`src/rtl/mem_arbiter.sv`:
```
// Two-port arbiter for the unified instruction/data memory: CPU datapath and debug/loader port.
// Define MEM_ARB_RR_EN for strict round-robin; default is CPU priority with debug starvation guard.
module mem_arbiter #(
    parameter int AW         = 30,
    parameter int DW         = 32,
    parameter int STARVE_MAX = 4
) (
    input  logic          clk,
    input  logic          rst,
    input  logic          cpu_req,
    input  logic          cpu_we,
    input  logic [AW-1:0] cpu_addr,
    input  logic [3:0]    cpu_be,
    input  logic [DW-1:0] cpu_wdata,
    output logic          cpu_gnt,
    output logic          cpu_done,
    output logic [DW-1:0] cpu_rdata,
    input  logic          dbg_req,
    input  logic          dbg_we,
    input  logic [AW-1:0] dbg_addr,
    input  logic [3:0]    dbg_be,
    input  logic [DW-1:0] dbg_wdata,
    output logic          dbg_gnt,
    output logic          dbg_done,
    output logic [DW-1:0] dbg_rdata,
    output logic          mem_en,
    output logic          mem_we,
    output logic [AW-1:0] mem_addr,
    output logic [3:0]    mem_be,
    output logic [DW-1:0] mem_wdata,
    input  logic [DW-1:0] mem_rdata,
    output logic          busy
);

    typedef enum logic [1:0] {IDLE, ACC, RSP} state_t;

    state_t        state_q, state_d;
    logic          owner_q, owner_d;   // 1 = debug port
    logic          we_q, we_d;
    logic [AW-1:0] addr_q, addr_d;
    logic [3:0]    be_q, be_d;
    logic [DW-1:0] wdata_q, wdata_d;
    logic [DW-1:0] cpu_rdata_q, cpu_rdata_d;
    logic [DW-1:0] dbg_rdata_q, dbg_rdata_d;
    logic          arb_ok, dbg_win, grant;
`ifdef MEM_ARB_RR_EN
    logic          last_q, last_d;     // 1 = debug was granted last
`else
    logic [3:0]    starve_q, starve_d;
`endif

    always_comb begin
        arb_ok = (state_q != ACC) && !rst;
`ifdef MEM_ARB_RR_EN
        dbg_win = dbg_req && (!cpu_req || !last_q);
`else
        dbg_win = dbg_req && (!cpu_req || (starve_q == 4'(STARVE_MAX)));
`endif
        cpu_gnt = arb_ok && cpu_req && !dbg_win;
        dbg_gnt = arb_ok && dbg_win;
        grant   = cpu_gnt || dbg_gnt;

        state_d     = state_q;
        owner_d     = owner_q;
        we_d        = we_q;
        addr_d      = addr_q;
        be_d        = be_q;
        wdata_d     = wdata_q;
        cpu_rdata_d = cpu_rdata_q;
        dbg_rdata_d = dbg_rdata_q;

        case (state_q)
            ACC: begin
                state_d = RSP;
                if (!we_q) begin
                    if (owner_q) dbg_rdata_d = mem_rdata;
                    else         cpu_rdata_d = mem_rdata;
                end
            end
            default: state_d = grant ? ACC : IDLE;
        endcase

        if (grant) begin
            owner_d = dbg_gnt;
            we_d    = dbg_gnt ? dbg_we    : cpu_we;
            addr_d  = dbg_gnt ? dbg_addr  : cpu_addr;
            be_d    = dbg_gnt ? dbg_be    : cpu_be;
            wdata_d = dbg_gnt ? dbg_wdata : cpu_wdata;
        end

`ifdef MEM_ARB_RR_EN
        last_d = grant ? dbg_gnt : last_q;
`else
        // Counts CPU wins against a waiting debug request; any debug win or idle debug port clears it.
        starve_d = starve_q;
        if (!dbg_req || dbg_gnt)
            starve_d = '0;
        else if (cpu_gnt && starve_q != 4'(STARVE_MAX))
            starve_d = starve_q + 4'd1;
`endif
    end

    always_ff @(posedge clk) begin
        if (rst) begin
            state_q     <= IDLE;
            owner_q     <= 1'b0;
            we_q        <= 1'b0;
            addr_q      <= '0;
            be_q        <= '0;
            wdata_q     <= '0;
            cpu_rdata_q <= '0;
            dbg_rdata_q <= '0;
`ifdef MEM_ARB_RR_EN
            last_q      <= 1'b1;
`else
            starve_q    <= '0;
`endif
        end else begin
            state_q     <= state_d;
            owner_q     <= owner_d;
            we_q        <= we_d;
            addr_q      <= addr_d;
            be_q        <= be_d;
            wdata_q     <= wdata_d;
            cpu_rdata_q <= cpu_rdata_d;
            dbg_rdata_q <= dbg_rdata_d;
`ifdef MEM_ARB_RR_EN
            last_q      <= last_d;
`else
            starve_q    <= starve_d;
`endif
        end
    end

    // Memory bus is quiet (all zero) outside ACC; reset suppresses an in-flight write and done.
    assign mem_en    = (state_q == ACC);
    assign mem_we    = mem_en && we_q && !rst;
    assign mem_addr  = mem_en ? addr_q  : '0;
    assign mem_be    = mem_en ? be_q    : '0;
    assign mem_wdata = mem_en ? wdata_q : '0;
    assign cpu_done  = (state_q == RSP) && !owner_q && !rst;
    assign dbg_done  = (state_q == RSP) &&  owner_q && !rst;
    assign cpu_rdata = cpu_rdata_q;
    assign dbg_rdata = dbg_rdata_q;
    assign busy      = (state_q != IDLE);

endmodule

```
`config.mk`:
```
export PLATFORM = sky130hd
export DESIGN_NAME = mem_arbiter
export DESIGN_NICKNAME = d
export VERILOG_FILES = /design/src/rtl/mem_arbiter.sv
export SDC_FILE = /design/constraint.sdc
export NUM_CORES = 1
export LEC_CHECK = 0
export ABC_CLOCK_PERIOD_IN_PS = 4590
export CORE_ASPECT_RATIO = 0.8
export CORE_UTILIZATION = 44
export CTS_BUF_LIST = sky130_fd_sc_hd__clkbuf_4 sky130_fd_sc_hd__clkbuf_8
export DETAILED_ROUTE_END_ITERATION = 8
export GPL_TIMING_DRIVEN = 0
export PLACE_DENSITY = 0.87
export SETUP_SLACK_MARGIN = 0.05
export SYNTH_ARGS = -nofsm -noshare
export SYNTH_HDL_FRONTEND = slang
export SYNTH_SLANG_ARGS = --single-unit
```
`constraint.sdc`:
```
create_clock -name clk -period 4.59 [get_ports clk]
set_input_delay 0.459 -clock clk [delete_from_list [all_inputs] [get_ports clk]]
set_output_delay 0.459 -clock clk [all_outputs]
set_load 0.01 [all_outputs]
```
==> key figures, run 1 <==
STA
  – # setup viols final: 0
  – WHS: 0.455 ns
  – Post-layout minimum cycle time: 3.28 ns
  – RSZ-0062 raised after global routing: false
  – Worst-Margin Slew: 0.662 ns
  – Skew final: 0.0105 ns
  – Setup TNS Final: 0 ns
  – Headroom to the max-slew limit: 55.9%
  – Crit share post-route: 71.5%
  – F_max: 305 MHz
  – Max Slew Vio Count: 0
  – Final Hold Viols: 0

Route
  – Via Count: 6580
  – Per-cell routed wire length: 16.0 microns
  – Remaining DRCs: 0
  – Vias per Instance: 5.12
  – Post-Route WL: 20.6 mm
  – Post-route ant nets: 0
  – Drt first-iter violations: 372
  – Drt first pass iters: 4

Floorplan
  – FP Rows: 37
  – Die X-Extent: 133 microns
  – Starting density of the core: 45.9%
  – I/O Pins: 307
  – Full die area: 14100 sq um
  – DIE HEIGHT: 107 microns
  – Core Region: 13100 sq um

Power and ir drop
  – Int Pwr: 2.15 mW
  – Net Switching: 814 uW
  – Pwr/cell area: 305 nW/um^2
  – Clock network power share: 36.5%
  – Sw Share: 27.5%
  – Peak supply drop: 0.000187 V
  – Final total power: 2.96 mW
  – Reg power frac: 44.3%
  – Combinational share of power: 19.2%
  – LEAKAGE: 3.52 nW

CTS
  – Root Driver: clkbuf_8
  – Hold_buf cts: 0
  – CTS tree: done
  – Clock transition at path regs: 0.09 ns
  – Num CTS Buffers: 17
  – Maximum buffer depth of the clock tree: 2
  – TritonCTS sink count: 138
  – Post-CTS resize count: 0
  – Post-CTS setup repair buffer count: 0
  – Clock latency at the later pin of the worst-skew pair: 0.43 ns
  – H-Tree Depth: 4

Job
  – Max-cap violations: 0

Synth
  – Async SR Flop Fraction: 0%
  – Syn Inst Count: 773
  – Mean area per synthesized cell: 7.78 sq um
  – Synth Register Bits: 138
  – Number of flops mapped to enable cells by yosys: 0
  – Syn nets: 945
  – Synth area leaders: dfxtp_1 46%, nand2_1 16%, a311oi_1 8.9%, and2_1 7.0%, a21oi_1 5.7%
  – Yosys cell types: 33
  – Syn Std Cell Area: 6010 sq um
  – Most used DFF post-synth: dfxtp_1
  – Area leader, netlist: dfxtp_1
  – Yosys top cell area share: 45.9%
  – Register area share after synthesis: 45.9%
  – Synth Warn #: 0

Worst setup path
  – CP arrival: 2.82 ns
  – Crit-path max FO: 10
  – WP data required: 4.13 ns
  – Startpoint types: flip-flop
  – CP Capture Type: output pin
  – Setup CP Type: flip-flop to output pin

GRT
  – First-pass GRT wire length: 32.1 mm
  – Grt total ovfl: 0
  – Gr usage total: 29.0%
  – Largest net degree at the start of global routing: 17
  – Initial antenna violation count: 0
  – Vias in the first global route: 6319

Placement
  – Cell area after placement: 9300 sq um
  – DP Wirelength: 15.8 mm
  – # port buffers: 306
  – RD Place Congestion: 0.946

Layout
  – Multi-input logic area: 2880 sq um
  – Nets@finish: 1270
  – Register Area: 2760 sq um
  – Area grow syn2layout: 61.7%
  – Filler cell count in the final layout: 1010
  – Diode count: 0
  – Final Util: 74.3%
  – Share of post-route cells with drive strength above 1: 7.47%
  – Post-route cell area: 9730 sq um

Hold path
  – Hold Path Class: flip-flop to flip-flop

Run status
  – Status: completed
-- state kept, by name, summed over array words and instances (netlist names) --
name / flops
owner_q: 1
be_q: 4
cpu_rdata: 32
addr_q: 30
we_q: 1
starve_q: 4
dbg_rdata: 32
state_q: 2
wdata_q: 32
-- layout make-up --
type | instances | area share [%]
Buffer | 65 | 3.65
Clock buffer | 18 | 2.55
Clock inverter | 14 | 1.89
Inverter | 4 | 0.154
Multi-Input combinational cell | 566 | 29.6
Sequential cell | 138 | 28.4
Tap cell | 175 | 2.25
Timing Repair Buffer | 306 | 31.5
-- critical path, stage by stage, from the launching register on --
cell and delay, ns:
dfxtp_1 0.33, nand2b_1 0.14, buf_4 0.17, inv_2 0.18
clkbuf_1 0.42, clkbuf_1 0.39, and2_1 0.19, clkdlybuf4s50_1 0.57
-- metal layers --
layer | vias to the layer above | part of all wire (%) | GRT usage [%]
met5 | - | 0 | 0
li1 | 3231 | - | -
met4 | 0 | 2.4 | 9.93
met2 | 269 | 49 | 50.5
met3 | 37 | 7.8 | 8.70
met1 | 3043 | 41 | 34.1
-- cell families (layout without fill, tap and decap cells) --
| logic type | count (synthesis) | count (layout) | synth area share, % |
|---|---|---|---|
| AND/OR/NAND/NOR | 423 | 423 | 30.5 |
| AO/OA/AOI/OAI | 139 | 139 | 16.7 |
| flip-flops | 138 | 138 | 45.9 |
| buffers and inverters | 69 | 407 | 6.16 |
| adder cells (fa/ha/maj) | 2 | 2 | 0.416 |
| XOR/XNOR | 1 | 1 | 0.146 |
| multiplexers | 1 | 1 | 0.166 |
-- placed cells by master, fill, tap and decap left out, types with 2 or more instances in the layout --
| master | Yosys | final |
|---|---|---|
| nor2_1 | 71 | 71 |
| nor3_1 | 2 | 2 |
| a21oi_1 | 68 | 68 |
| inv_6 | 0 | 6 |
| a311oi_1 | 61 | 61 |
| buf_4 | 5 | 5 |
| clkbuf_8 | 0 | 18 |
| or3_1 | 2 | 2 |
| inv_1 | 3 | 3 |
| buf_6 | 8 | 8 |
| dfxtp_1 | 138 | 138 |
| clkinv_4 | 0 | 2 |
| bufinv_16 | 0 | 3 |
| clkdlybuf4s50_1 | 0 | 306 |
| ha_1 | 2 | 2 |
| nand2_1 | 264 | 264 |
| buf_2 | 26 | 26 |
| nand3_1 | 2 | 2 |
| a311oi_2 | 6 | 6 |
| nand3b_1 | 2 | 2 |
| and2_1 | 67 | 67 |
| nand2b_1 | 5 | 5 |
| clkbuf_1 | 26 | 26 |
-- power by group through the flow --
| stage | Clock, mW | Combinational (mW) | Sequential, mW |
|---|---|---|---|
| 2_1_floorplan | 0 | 0.237 | 1.34 |
| 3_3_place_gp | 0 | 0.561 | 1.34 |
| 3_5_place_dp | 0 | 0.565 | 1.34 |
| 4_1_cts | 1.10 | 0.570 | 1.31 |
| 5_1_grt | 1.15 | 0.616 | 1.32 |
| 6_report | 1.08 | 0.568 | 1.31 |
-- worst paths after layout --
check | start | end | slack, ns | depth (start not counted)
max | state_q[1]$_SDFF_PP0_ | mem_be[1] | 1.31 | 7
min | dbg_rdata[20]$_SDFFE_PP0P_ | dbg_rdata[20]$_SDFFE_PP0P_ | 0.45 | 2
max reg2reg | starve_q[0]$_SDFFE_PP0P_ | addr_q[23]$_SDFFE_PP0P_ | 2.56 | 7
min reg2reg | dbg_rdata[20]$_SDFFE_PP0P_ | dbg_rdata[20]$_SDFFE_PP0P_ | 0.45 | 2
-- stage by stage --
step	std cells	setup slack, ns
after floorplan	773	2.71
after global placement	1254	1.62
after detailed placement	1254	1.63
after CTS	1286	1.24
after global routing	1286	1.06
final	1286	1.31
-- synth_stat cells (2+ instances only) --
cell type and instances:
nand3_1 2, inv_1 3, nor3_1 2, dfxtp_1 138, a311oi_2 6, buf_6 8
ha_1 2, and2_1 67, buf_4 5, or3_1 2, nand2_1 264, nand2b_1 5
a21oi_1 68, clkbuf_1 26, a311oi_1 61, nor2_1 71, buf_2 26, nand3b_1 2
(Power assumes the default switching activity.)
==> inputs of run 2 (changes only) <==
--- a/config.mk
+++ b/config.mk
@@ -5,13 +5,13 @@
 export SDC_FILE = /design/constraint.sdc
 export NUM_CORES = 1
 export LEC_CHECK = 0
-export ABC_CLOCK_PERIOD_IN_PS = 4590
+export ABC_CLOCK_PERIOD_IN_PS = 3100
 export CORE_ASPECT_RATIO = 0.8
-export CORE_UTILIZATION = 44
+export CORE_UTILIZATION = 41
 export CTS_BUF_LIST = sky130_fd_sc_hd__clkbuf_4 sky130_fd_sc_hd__clkbuf_8
 export DETAILED_ROUTE_END_ITERATION = 8
 export GPL_TIMING_DRIVEN = 0
-export PLACE_DENSITY = 0.87
+export PLACE_DENSITY = 0.82
 export SETUP_SLACK_MARGIN = 0.05
 export SYNTH_ARGS = -nofsm -noshare
 export SYNTH_HDL_FRONTEND = slang
==> constraint.sdc (replaced) <==
create_clock -name clk -period 3.1 [get_ports clk]
set_input_delay 0.31 -clock clk [delete_from_list [all_inputs] [get_ports clk]]
set_output_delay 0.31 -clock clk [all_outputs]
set_load 0.01 [all_outputs]
==> run 2 against run 1 <==
Net effect: sequential share of layout area about the same; worst setup slack lost 1.0 ns; core utilization fell by 6.3 points; flip-flop and latch count stayed put; first-iteration DRC count down 14%; sequential power rose by 48%; clock skew increased by 0.0082 ns; die area is 7.2% higher; critical path depth is 1 lower; total power up 45%; count of clock-buffer cells in the layout did not move.
==> key figures, run 2 (same netlist as run 1, synthesis figures left out) <==
Run status
  – Status: completed (unchanged)

STA
  – Max Slew Vio Count: 0 (unchanged)
  – Headroom to the max-slew limit: 58.7% (was 55.9%)
  – Worst-Margin Slew: 0.620 ns (was 0.662 ns)
  – Post-layout minimum cycle time: 2.83 ns
  – Final WS setup: 0.273 ns (was 1.31 ns)
  – # setup viols final: 0 (unchanged)
  – Crit share post-route: 91.2%
  – F_max: 354 MHz
  – Final Hold Viols: 0 (unchanged)
  – Setup TNS Final: 0 ns (unchanged)
  – RSZ-0062 raised after global routing: false (unchanged)
  – Skew final: 0.0187 ns (was 0.0105 ns)

Power and ir drop
  – Final total power: 4.29 mW (was 2.96 mW)
  – Pwr/cell area: 442 nW/um^2 (was 305 nW/um^2)
  – Int Pwr: 3.03 mW (was 2.15 mW)
  – Combinational share of power: 19.7% (was 19.2%)
  – Clock network power share: 35.0% (was 36.5%)
  – Peak supply drop: 0.000279 V (was 0.000187 V)
  – LEAKAGE: 3.51 nW (was 3.52 nW)
  – Net Switching: 1.26 mW (was 814 uW)
  – Reg power frac: 45.3% (was 44.3%)
  – Sw Share: 29.3% (was 27.5%)

Layout
  – Nets@finish: 1270 (unchanged)
  – Most common cell after layout, fill and taps aside: clkdlybuf4s50_1 (unchanged)
  – Commonest cells after routing, fill and taps aside: 306 x clkdlybuf4s50_1, 264 x nand2_1, 138 x dfxtp_1 (unchanged)
  – Diode count: 0 (unchanged)
  – Area grow syn2layout: 61.5% (was 61.7%)
  – Share of post-route cells with drive strength above 1: 7.74% (was 7.47%)

Route
  – Post-route ant nets: 0 (unchanged)
  – Vias per Instance: 5.08 (was 5.12)
  – Via Count: 6576 (was 6580)
  – Drt first pass iters: 5 (was 4)
  – Per-cell routed wire length: 15.9 microns (was 16.0 microns)
  – Post-Route WL: 20.6 mm (about the same)
  – Remaining DRCs: 0 (unchanged)
  – Drt first-iter violations: 321 (was 372)

Floorplan
  – FP Rows: 39 (was 37)
  – Starting density of the core: 42.1% (was 45.9%)
  – Full die area: 15200 sq um (was 14100 sq um)
  – Die X-Extent: 137 microns (was 133 microns)
  – DIE HEIGHT: 110 microns (was 107 microns)
  – Core Region: 14300 sq um (was 13100 sq um)
  – I/O Pins: 307 (unchanged)

GRT
  – Gr usage total: 27.3% (was 29.0%)
  – Vias in the first global route: 6230 (was 6319)
  – Met1 Usage GRT: 32.7% (was 34.1%)
  – Met2 usage: 46.5% (was 50.5%)
  – Grt total ovfl: 0 (unchanged)
  – Met3 Resource Use GR: 7.41% (was 8.70%)
  – Initial antenna violation count: 0 (unchanged)
  – Grt peak-use layer: met2 (unchanged)
  – Largest net degree at the start of global routing: 17 (unchanged)
  – First-pass GRT wire length: 31.7 mm (was 32.1 mm)

Worst setup path
  – CP arrival: 2.52 ns (was 2.82 ns)
  – Startpoint types: flip-flop (unchanged)
  – CP Capture Type: output pin (unchanged)
  – Setup CP Type: flip-flop to output pin (unchanged)
  – WP data required: 2.79 ns (was 4.13 ns)
  – Crit-path max FO: 10 (unchanged)

CTS
  – TritonCTS sink count: 138 (unchanged)
  – Maximum buffer depth of the clock tree: 2 (unchanged)
  – H-Tree Depth: 4 (unchanged)
  – CTS tree: done (unchanged)
  – Clock transition at path regs: 0.09 ns (about the same)
  – Post-CTS setup repair buffer count: 0 (unchanged)
  – Clock latency at the later pin of the worst-skew pair: 0.44 ns (was 0.43 ns)
  – Num CTS Buffers: 17 (unchanged)
  – Root Driver: clkbuf_8 (unchanged)

Placement
  – # port buffers: 306 (unchanged)
  – RD Place Congestion: 0.897 (was 0.946)
  – DP Wirelength: 15.6 mm (was 15.8 mm)
  – Worst Setup Slack post-DPL: 0.344 ns (was 1.63 ns)

Job
  – Max-cap violations: 0 (unchanged)

Hold path
  – Hold Path Class: input pin to flip-flop (was flip-flop to flip-flop)
[run 2: final timing paths]
| path | depth (start not counted) | endpoint | slack [ns] | start |
|---|---|---|---|---|
| max | 6 | mem_wdata[12] | 0.27 | state_q[1]$_SDFF_PP0_ |
| min reg2reg | 2 | cpu_rdata[1]$_SDFFE_PP0P_ | 0.46 | cpu_rdata[1]$_SDFFE_PP0P_ |
| max reg2reg | 7 | addr_q[22]$_SDFFE_PP0P_ | 1.01 | starve_q[0]$_SDFFE_PP0P_ |
| min | 3 | wdata_q[23]$_SDFFE_PP0P_ | 0.44 | cpu_wdata[23] |
[run 2: area by class of cell]
cell class | count | area [sq um]
Fill cell | 1231 | 4580
Tap cell | 184 | 230
Buffer | 65 | 362
Inverter | 4 | 15.0
Sequential cell | 138 | 2760
Clock buffer | 18 | 248
Multi-Input combinational cell | 566 | 2880
Clock inverter | 14 | 154
Timing Repair Buffer | 306 | 3060
[run 2: metal layers]
layer  wire length [microns]  share of wire [%]
met5                       0                  0
met1                    8710                 42
met2                    9880                 48
met3                    1550                7.5
met4                     507                2.5
[run 2: power groups by stage]
stage	registers, mW	clock network (mW)	logic (mW)
after floorplan	1.99	0	0.352
after global placement	1.98	0	0.831
after detailed placement	1.99	0	0.839
after CTS	1.94	1.52	0.845
after global routing	1.96	1.60	0.918
final	1.94	1.50	0.844
[run 2: metrics by stage]
stage,std cells,util (%),hold WS [ns],area (sq um)
detailed placement,1263,65.1,0.446,9310
global route,1295,68.0,0.431,9720
global placement,1263,65.1,0.441,9310
floorplan,773,-,0.446,6010
finish,1295,68.0,0.440,9720
CTS,1295,67.9,0.420,9710
[run 2: worst max-delay path: stages (launching register included)]
cell,delay [ns]
dfxtp_1,0.33
nand2b_1,0.14
buf_4,0.17
inv_2,0.19
clkbuf_1,0.47
and2_1,0.20
clkdlybuf4s50_1,0.59
[run 2: what timing repair did]
| action | CTS | global route |
|---|---|---|
| cloned | 0 | 0 |
| hold buffers | 0 | 0 |
| gates resized for setup | 2 | 4 |
| setup endpoints to repair | 20 | 12 |
